## config.mk

```make
export PLATFORM = sky130hd
export DESIGN_NAME = epp_host_master
export DESIGN_NICKNAME = d
export VERILOG_FILES = /design/src/rtl/epp_pkg.sv /design/src/rtl/epp_wait_sync.sv /design/src/rtl/epp_host_master.sv
export SDC_FILE = /design/constraint.sdc
export NUM_CORES = 1
export LEC_CHECK = 0
export BUFFER_PORTS_ARGS = -buffer_cell sky130_fd_sc_hd__buf_2
export CAP_MARGIN = 15
export CORE_MARGIN = 1
export CORE_UTILIZATION = 48
export DETAILED_ROUTE_END_ITERATION = 10
export PLACE_DENSITY = 0.75
export RECOVER_POWER = 100
export SETUP_SLACK_MARGIN = 0.15
export SLEW_MARGIN = 20
export SYNTH_ARGS = -nofsm -noshare
export SYNTH_HDL_FRONTEND = slang
export SYNTH_HIERARCHICAL = 1
export SYNTH_SLANG_ARGS = --single-unit
```

## constraint.sdc

```tcl
create_clock -name clk -period 1.8 [get_ports clk]
set_input_delay 0.18 -clock clk [delete_from_list [all_inputs] [get_ports clk]]
set_output_delay 0.18 -clock clk [all_outputs]
set_load 0.05 [all_outputs]
```

## src/rtl/epp_pkg.sv

```systemverilog
// Shared encodings for the EPP host master: command ops, FSM states and
// the sizing helper for the shared setup/hold/timeout down-counter.
package epp_pkg;

  typedef enum logic [1:0] {
    OP_ADDR_WR = 2'd0,
    OP_DATA_WR = 2'd1,
    OP_ADDR_RD = 2'd2,
    OP_DATA_RD = 2'd3
  } epp_op_e;

  typedef enum logic [2:0] {
    IDLE,
    SETUP,
    STROBE,
    RELEASE,
    HOLD,
    DONE
  } epp_state_e;

  localparam int CNT_MIN_W = 8;

  function automatic int bits_for(input int v);
    return (v <= 0) ? 1 : $clog2(v + 1);
  endfunction

  // Counter must hold the largest of the three loads, and never be narrower than a byte.
  function automatic int cnt_width(input int setup_cyc, input int hold_cyc, input int timeout_cyc);
    int w;
    w = CNT_MIN_W;
    if (bits_for(setup_cyc) > w) w = bits_for(setup_cyc);
    if (bits_for(hold_cyc) > w) w = bits_for(hold_cyc);
    if (bits_for(timeout_cyc) > w) w = bits_for(timeout_cyc);
    return w;
  endfunction

  function automatic logic op_is_read(input epp_op_e op);
    return op[1];
  endfunction

  function automatic logic op_is_addr(input epp_op_e op);
    return ~op[0];
  endfunction

endpackage

```

## src/rtl/epp_wait_sync.sv

```systemverilog
// Two-flop synchronizer bringing the device's eppWait handshake into clk.
module epp_wait_sync (
  input  logic clk,
  input  logic rst_n,
  input  logic d,
  output logic q
);

  logic meta_q;
  logic sync_q;

  always_ff @(posedge clk or negedge rst_n) begin
    if (!rst_n) begin
      meta_q <= 1'b0;
      sync_q <= 1'b0;
    end else begin
      meta_q <= d;
      sync_q <= meta_q;
    end
  end

  assign q = sync_q;

endmodule

```

## src/rtl/epp_host_master.sv

```systemverilog
// EPP host-side master: runs one address/data read or write cycle per command.
// Define EPP_HOST_TIMEOUT_EN to abort stalled STROBE/RELEASE waits after TIMEOUT_CYC clocks.
module epp_host_master
  import epp_pkg::*;
#(
  parameter int SETUP_CYC   = 2,
  parameter int HOLD_CYC    = 2,
  parameter int TIMEOUT_CYC = 255
) (
  input  logic       clk,
  input  logic       rst_n,
  input  logic       cmdValid,
  output logic       cmdReady,
  input  logic [1:0] cmdOp,
  input  logic [7:0] cmdData,
  output logic       rspValid,
  output logic [7:0] rspData,
  output logic       rspTimeout,
  output logic       stbAddr,
  output logic       stbData,
  output logic       ctrlWr,
  output logic [7:0] busEppOut,
  output logic       busEppOe,
  input  logic [7:0] busEppIn,
  input  logic       eppWait
);

  localparam int CNT_W = cnt_width(SETUP_CYC, HOLD_CYC, TIMEOUT_CYC);
  localparam logic [CNT_W-1:0] CNT_ONE  = CNT_W'(1);
  localparam logic [CNT_W-1:0] SETUP_LD = CNT_W'((SETUP_CYC > 0) ? SETUP_CYC - 1 : 0);
  localparam logic [CNT_W-1:0] HOLD_LD  = CNT_W'((HOLD_CYC > 0) ? HOLD_CYC - 1 : 0);
  localparam logic [CNT_W-1:0] TMO_LD   = CNT_W'((TIMEOUT_CYC > 0) ? TIMEOUT_CYC - 1 : 0);

  epp_state_e       state_q, state_d;
  epp_op_e          op_q, op_d;
  logic [7:0]       data_q, data_d;
  logic [CNT_W-1:0] cnt_q, cnt_d;
  logic [7:0]       rsp_data_q, rsp_data_d;
  logic             rsp_valid_q, rsp_valid_d;
  logic             stb_addr_q, stb_addr_d;
  logic             stb_data_q, stb_data_d;
  logic             ctrl_wr_q, ctrl_wr_d;
  logic [7:0]       bus_out_q, bus_out_d;
  logic             bus_oe_q, bus_oe_d;
  logic             wait_sync;
  logic             drive_phase;
  logic             is_wr;
`ifdef EPP_HOST_TIMEOUT_EN
  logic             tmo_hit;
  logic             abort_q, abort_d;
  logic             rsp_timeout_q, rsp_timeout_d;
`endif

  epp_wait_sync u_wait_sync (
    .clk   (clk),
    .rst_n (rst_n),
    .d     (eppWait),
    .q     (wait_sync)
  );

  // Every state entry reloads the single shared counter with that state's budget.
  function automatic logic [CNT_W-1:0] entry_load(input epp_state_e st);
    case (st)
      SETUP:           return SETUP_LD;
      STROBE, RELEASE: return TMO_LD;
      HOLD:            return HOLD_LD;
      default:         return '0;
    endcase
  endfunction

  always_comb begin
    state_d    = state_q;
    op_d       = op_q;
    data_d     = data_q;
    cnt_d      = cnt_q;
    rsp_data_d = rsp_data_q;
`ifdef EPP_HOST_TIMEOUT_EN
    tmo_hit    = 1'b0;
`endif
    case (state_q)
      IDLE: begin
        if (cmdValid) begin
          op_d    = epp_op_e'(cmdOp);
          data_d  = cmdData;
          state_d = SETUP;
        end
      end
      SETUP: begin
        if (cnt_q == '0) state_d = STROBE;
        else             cnt_d   = cnt_q - CNT_ONE;
      end
      STROBE: begin
        if (wait_sync) begin
          if (op_is_read(op_q)) rsp_data_d = busEppIn;
          state_d = RELEASE;
        end
`ifdef EPP_HOST_TIMEOUT_EN
        else if (cnt_q == '0) begin
          tmo_hit = 1'b1;
          state_d = HOLD;
        end else begin
          cnt_d = cnt_q - CNT_ONE;
        end
`endif
      end
      RELEASE: begin
        if (!wait_sync) state_d = HOLD;
`ifdef EPP_HOST_TIMEOUT_EN
        else if (cnt_q == '0) begin
          tmo_hit = 1'b1;
          state_d = HOLD;
        end else begin
          cnt_d = cnt_q - CNT_ONE;
        end
`endif
      end
      HOLD: begin
        if (cnt_q == '0) state_d = DONE;
        else             cnt_d   = cnt_q - CNT_ONE;
      end
      DONE:    state_d = IDLE;
      default: state_d = IDLE;
    endcase
    if (state_d != state_q) cnt_d = entry_load(state_d);
  end

  // Bus outputs are registered from the next state so they line up with state_q.
  always_comb begin
    drive_phase = (state_d == SETUP) || (state_d == STROBE) ||
                  (state_d == RELEASE) || (state_d == HOLD);
    is_wr       = ~op_is_read(op_d);
    stb_addr_d  = ~((state_d == STROBE) && op_is_addr(op_d));
    stb_data_d  = ~((state_d == STROBE) && ~op_is_addr(op_d));
    ctrl_wr_d   = ~(drive_phase && is_wr);
    bus_oe_d    = drive_phase && is_wr;
    bus_out_d   = bus_oe_d ? data_d : 8'h00;
    rsp_valid_d = (state_d == DONE);
  end

  always_ff @(posedge clk or negedge rst_n) begin
    if (!rst_n) begin
      state_q     <= IDLE;
      op_q        <= OP_ADDR_WR;
      data_q      <= 8'h00;
      cnt_q       <= '0;
      rsp_data_q  <= 8'h00;
      rsp_valid_q <= 1'b0;
      stb_addr_q  <= 1'b1;
      stb_data_q  <= 1'b1;
      ctrl_wr_q   <= 1'b1;
      bus_out_q   <= 8'h00;
      bus_oe_q    <= 1'b0;
    end else begin
      state_q     <= state_d;
      op_q        <= op_d;
      data_q      <= data_d;
      cnt_q       <= cnt_d;
      rsp_data_q  <= rsp_data_d;
      rsp_valid_q <= rsp_valid_d;
      stb_addr_q  <= stb_addr_d;
      stb_data_q  <= stb_data_d;
      ctrl_wr_q   <= ctrl_wr_d;
      bus_out_q   <= bus_out_d;
      bus_oe_q    <= bus_oe_d;
    end
  end

`ifdef EPP_HOST_TIMEOUT_EN
  // The abort flag survives through HOLD so DONE can report it.
  always_comb begin
    abort_d       = abort_q;
    rsp_timeout_d = rsp_timeout_q;
    if (state_q == IDLE && cmdValid) abort_d = 1'b0;
    if (tmo_hit)                     abort_d = 1'b1;
    if (state_d == DONE)             rsp_timeout_d = abort_q;
  end

  always_ff @(posedge clk or negedge rst_n) begin
    if (!rst_n) begin
      abort_q       <= 1'b0;
      rsp_timeout_q <= 1'b0;
    end else begin
      abort_q       <= abort_d;
      rsp_timeout_q <= rsp_timeout_d;
    end
  end

  assign rspTimeout = rsp_timeout_q;
`else
  assign rspTimeout = 1'b0;
`endif

  assign cmdReady  = (state_q == IDLE);
  assign rspValid  = rsp_valid_q;
  assign rspData   = rsp_data_q;
  assign stbAddr   = stb_addr_q;
  assign stbData   = stb_data_q;
  assign ctrlWr    = ctrl_wr_q;
  assign busEppOut = bus_out_q;
  assign busEppOe  = bus_oe_q;

endmodule

```

==> impl_metrics.tcl <==
set metrics [dict create \
    grt_pass1_vias 1765 \
    avgSynthCellArea_sq_um 12.75 \
    min_period_ns 1.837 \
    hp-class "input port to register" \
    cts-root-buf "clkbuf_8" \
    ys_async_sr_fraction_pct 100.0 \
    min_period_over_period_pct 102.0 \
    grt_pass1_wl_mm 8.362 \
    drv_slew 0 \
    synthDistinctLibCells 46 \
    cts.clk_slew.worst_paths_ns 0.08 \
    hold_depth 2 \
    yosys-top-cells-count "dfrtp_1, mux2_2, a211oi_1, nor2_1, nor3b_1" \
    synth_nets 180 \
    switchingPower_w 0.0003935 \
    start_util_pct 50.05 \
    status "complete, but fails checks" \
    p_leak_nw 1.439 \
    r2r_cells 7 \
    yosys-top-cells-area "dfrtp_1, mux2_2, dfstp_2" \
    end_kind "register" \
    rows 23 \
    fillers 248 \
    fin_nets 273 \
    dieArea_sq_um 4433 \
    setup_ws_ns -0.03666 \
    post-synth-top-count-cell "dfrtp_1" \
    use_met1_pct 31.17 \
    comb_power_share_pct 3.2 \
    area_delta_synth_final_pct 49.50 \
    violations "negative setup slack" \
    syn-instance-count 157 \
    ys_seq_area_share_pct 55.19 \
    cts_made_buffers 5 \
    synth_edf_count 0 \
    crit_start "cnt_q[0]$_DFFE_PN0P_" \
    routabilityCongestion 0.8510 \
    grtUsageMet3_pct 7.192 \
    finalWirelength_mm 6.683 \
    port_buffers 43 \
    final_util_pct 74.82 \
    antenna_found_initial 0 \
    dieWidth_microns 66.58 \
    coreArea_sq_um 4000 \
    yosysWarnings 6 \
    syn-cell-area_sq_um 2002 \
    clockPowerShare_pct 42.3 \
    setup.worst_path.start_class "register" \
    netSwitchingFraction_pct 21.57 \
    clock_path_buffers 2 \
    crit_arrival_ns 2.02 \
    drv_cap 0 \
    ant_nets 0 \
    drtPass1Iterations 4 \
    tns_ns -0.07238 \
    cellPowerDensity_nw_per_um2 609.4 \
    overflow 0 \
    max_freq_mhz 544.5 \
    synth-seq-cells 44 \
    setup_viol_count_final 3 \
    htree_levels 2 \
    worstMarginPinSlew_ns 1.030 \
    n_antenna_cell 0 \
    grt_util_met2_pct 43.94 \
    yosysTopAreaCellShare_pct 51.25 \
    hold_viol_final 0 \
    drive_above_1_share_pct 60.16 \
    endpoint "cnt_q[6]$_DFFE_PN0P_" \
    p_int_w 0.001430 \
    rsz0062_at_grt "true" \
    vias 1793 \
    drtIter0Drc 156 \
    dp_hpwl_mm 3.174 \
    grt_usage_pct 26.08 \
    cp_max_fo 6 \
    crit_required_ns 1.99 \
    cts.sinks 44 \
    worst-setup-path-type "register to register" \
    synth_flop_cell "dfrtp_1" \
    clk_latency_ns 0.30 \
    grt_busiest_layer "met2" \
    p_seq_share_pct 54.5 \
    yosys.area.top_type "dfrtp_1" \
    via_per_inst 5.957 \
    wire_per_inst_microns 22.20 \
    finalPower_w 0.001824 \
    grt_max_degree 45 \
    skew_ns 0.004833 \
    reg2reg_setup_slack_ns -0.04 \
    timing.rr.end "cnt_q[6]$_DFFE_PN0P_" \
    io_pins 45 \
    peakVddDrop_uv 659.1 \
    max-slew-margin-rel_pct 31.33 \
    drc 0 \
    die_h_microns 66.58 \
    cts_tree "built" \
    reg2reg_from "cnt_q[0]$_DFFE_PN0P_" \
]
[metrics by stage]
stage	cells	hold slack, ns	setup slack (ns)	area [sq um]
after floorplan	157	-0.1156	-0.1654	2032
final	301	0.1089	-0.03666	2993
after detailed placement	262	0.2808	-0.1030	2401
after global placement	262	0.2755	0.004404	2401
after global routing	301	0.1077	-0.1133	2993
after CTS	294	0.1057	0.05591	2814
[state kept, by name (all words and copies together), names as in the netlist]
register            cells
ctrlWr                  1
op_q                    2
cnt_q                   8
u_wait_sync/q           1
busEppOe                1
rspValid                1
rspData                 8
data_q                  8
busEppOut               8
stbAddr                 1
stbData                 1
u_wait_sync/meta_q      1
state_q                 3
[area by class of cell]
cell class	instances	area (sq um)	area share [%]
Sequential cell	44	1111	37.12
Multi-Input combinational cell	104	1086	36.29
Timing Repair Buffer	90	598.1	19.98
Clock buffer	5	68.82	2.299
Tap cell	50	62.56	2.090
Clock inverter	3	47.55	1.589
Inverter	5	18.77	0.6271
[worst max-delay path, stage by stage, from the launching register on]
cell      delay, ns
dfrtp_1        0.39
inv_2          0.11
ha_4           0.16
nor4b_4        0.22
buf_4          0.20
a211o_4        0.17
nand2_4        0.09
a222oi_1       0.38
[repair_timing]
action	CTS	global route
hold buffers	2	0
resized for setup	30	36
endpoints found under the setup margin	28	30
hold endpoints to repair	42	0
cloned	2	1
setup buffers	20	6
pin swaps	18	16
[power groups by stage]
stage	combinational [W]	clock (W)	sequential (W)
floorplan	0.00000915	0	0.00101
global placement	0.0000502	0	0.00101
detailed placement	0.0000518	0	0.00101
CTS	0.0000567	0.000767	0.000993
global route	0.0000639	0.000820	0.000994
finish	0.0000578	0.000772	0.000994
[worst min path at each step]
stage / startpoint / endpoint / slack [ns]
after floorplan: rst_n / busEppOe$_DFF_PN0_ / -0.12
after global placement: rst_n / cnt_q[1]$_DFFE_PN0P_ / 0.28
after detailed placement: rst_n / cnt_q[3]$_DFFE_PN0P_ / 0.28
after CTS: busEppIn[1] / rspData[1]$_DFFE_PN0P_ / 0.11
after global routing: busEppIn[1] / rspData[1]$_DFFE_PN0P_ / 0.11
final: busEppIn[1] / rspData[1]$_DFFE_PN0P_ / 0.11
[cell usage in the layout, fill, tap and decap left out, types with 3 or more instances in the layout]
| cell | instances |
|---|---|
| a211oi_1 | 4 |
| a211oi_2 | 6 |
| a21oi_1 | 4 |
| buf_2 | 25 |
| buf_4 | 34 |
| buf_6 | 8 |
| clkbuf_1 | 18 |
| clkbuf_8 | 5 |
| dfrtp_1 | 36 |
| dfrtp_2 | 5 |
| dfstp_2 | 3 |
| inv_1 | 3 |
| mux2_2 | 11 |
| mux2_4 | 8 |
| nand2_1 | 5 |
| nor2_1 | 7 |
| nor2_2 | 3 |
| nor3b_2 | 8 |
[kinds of logic (layout without fill, tap and decap cells)]
logic type	Yosys count	count (layout)	share of synthesized area (%)
xor gates and xnor gates	1	1	0.4376
adders and majority gates	1	1	0.6249
AOI/OAI and AO/OA	34	35	14.50
other	1	1	0.1873
DFF	44	44	55.19
muxes	18	19	10.31
and+or+nand+nor	47	47	15.19
buffers and inverters	11	103	3.562
[metal layers]
metal,vias up,wire (microns)
met4,0,329
met3,32,508
met1,879,2371
met5,-,0
met2,122,3474
li1,760,-
No activity file was read; power rests on OpenSTA's default activity.
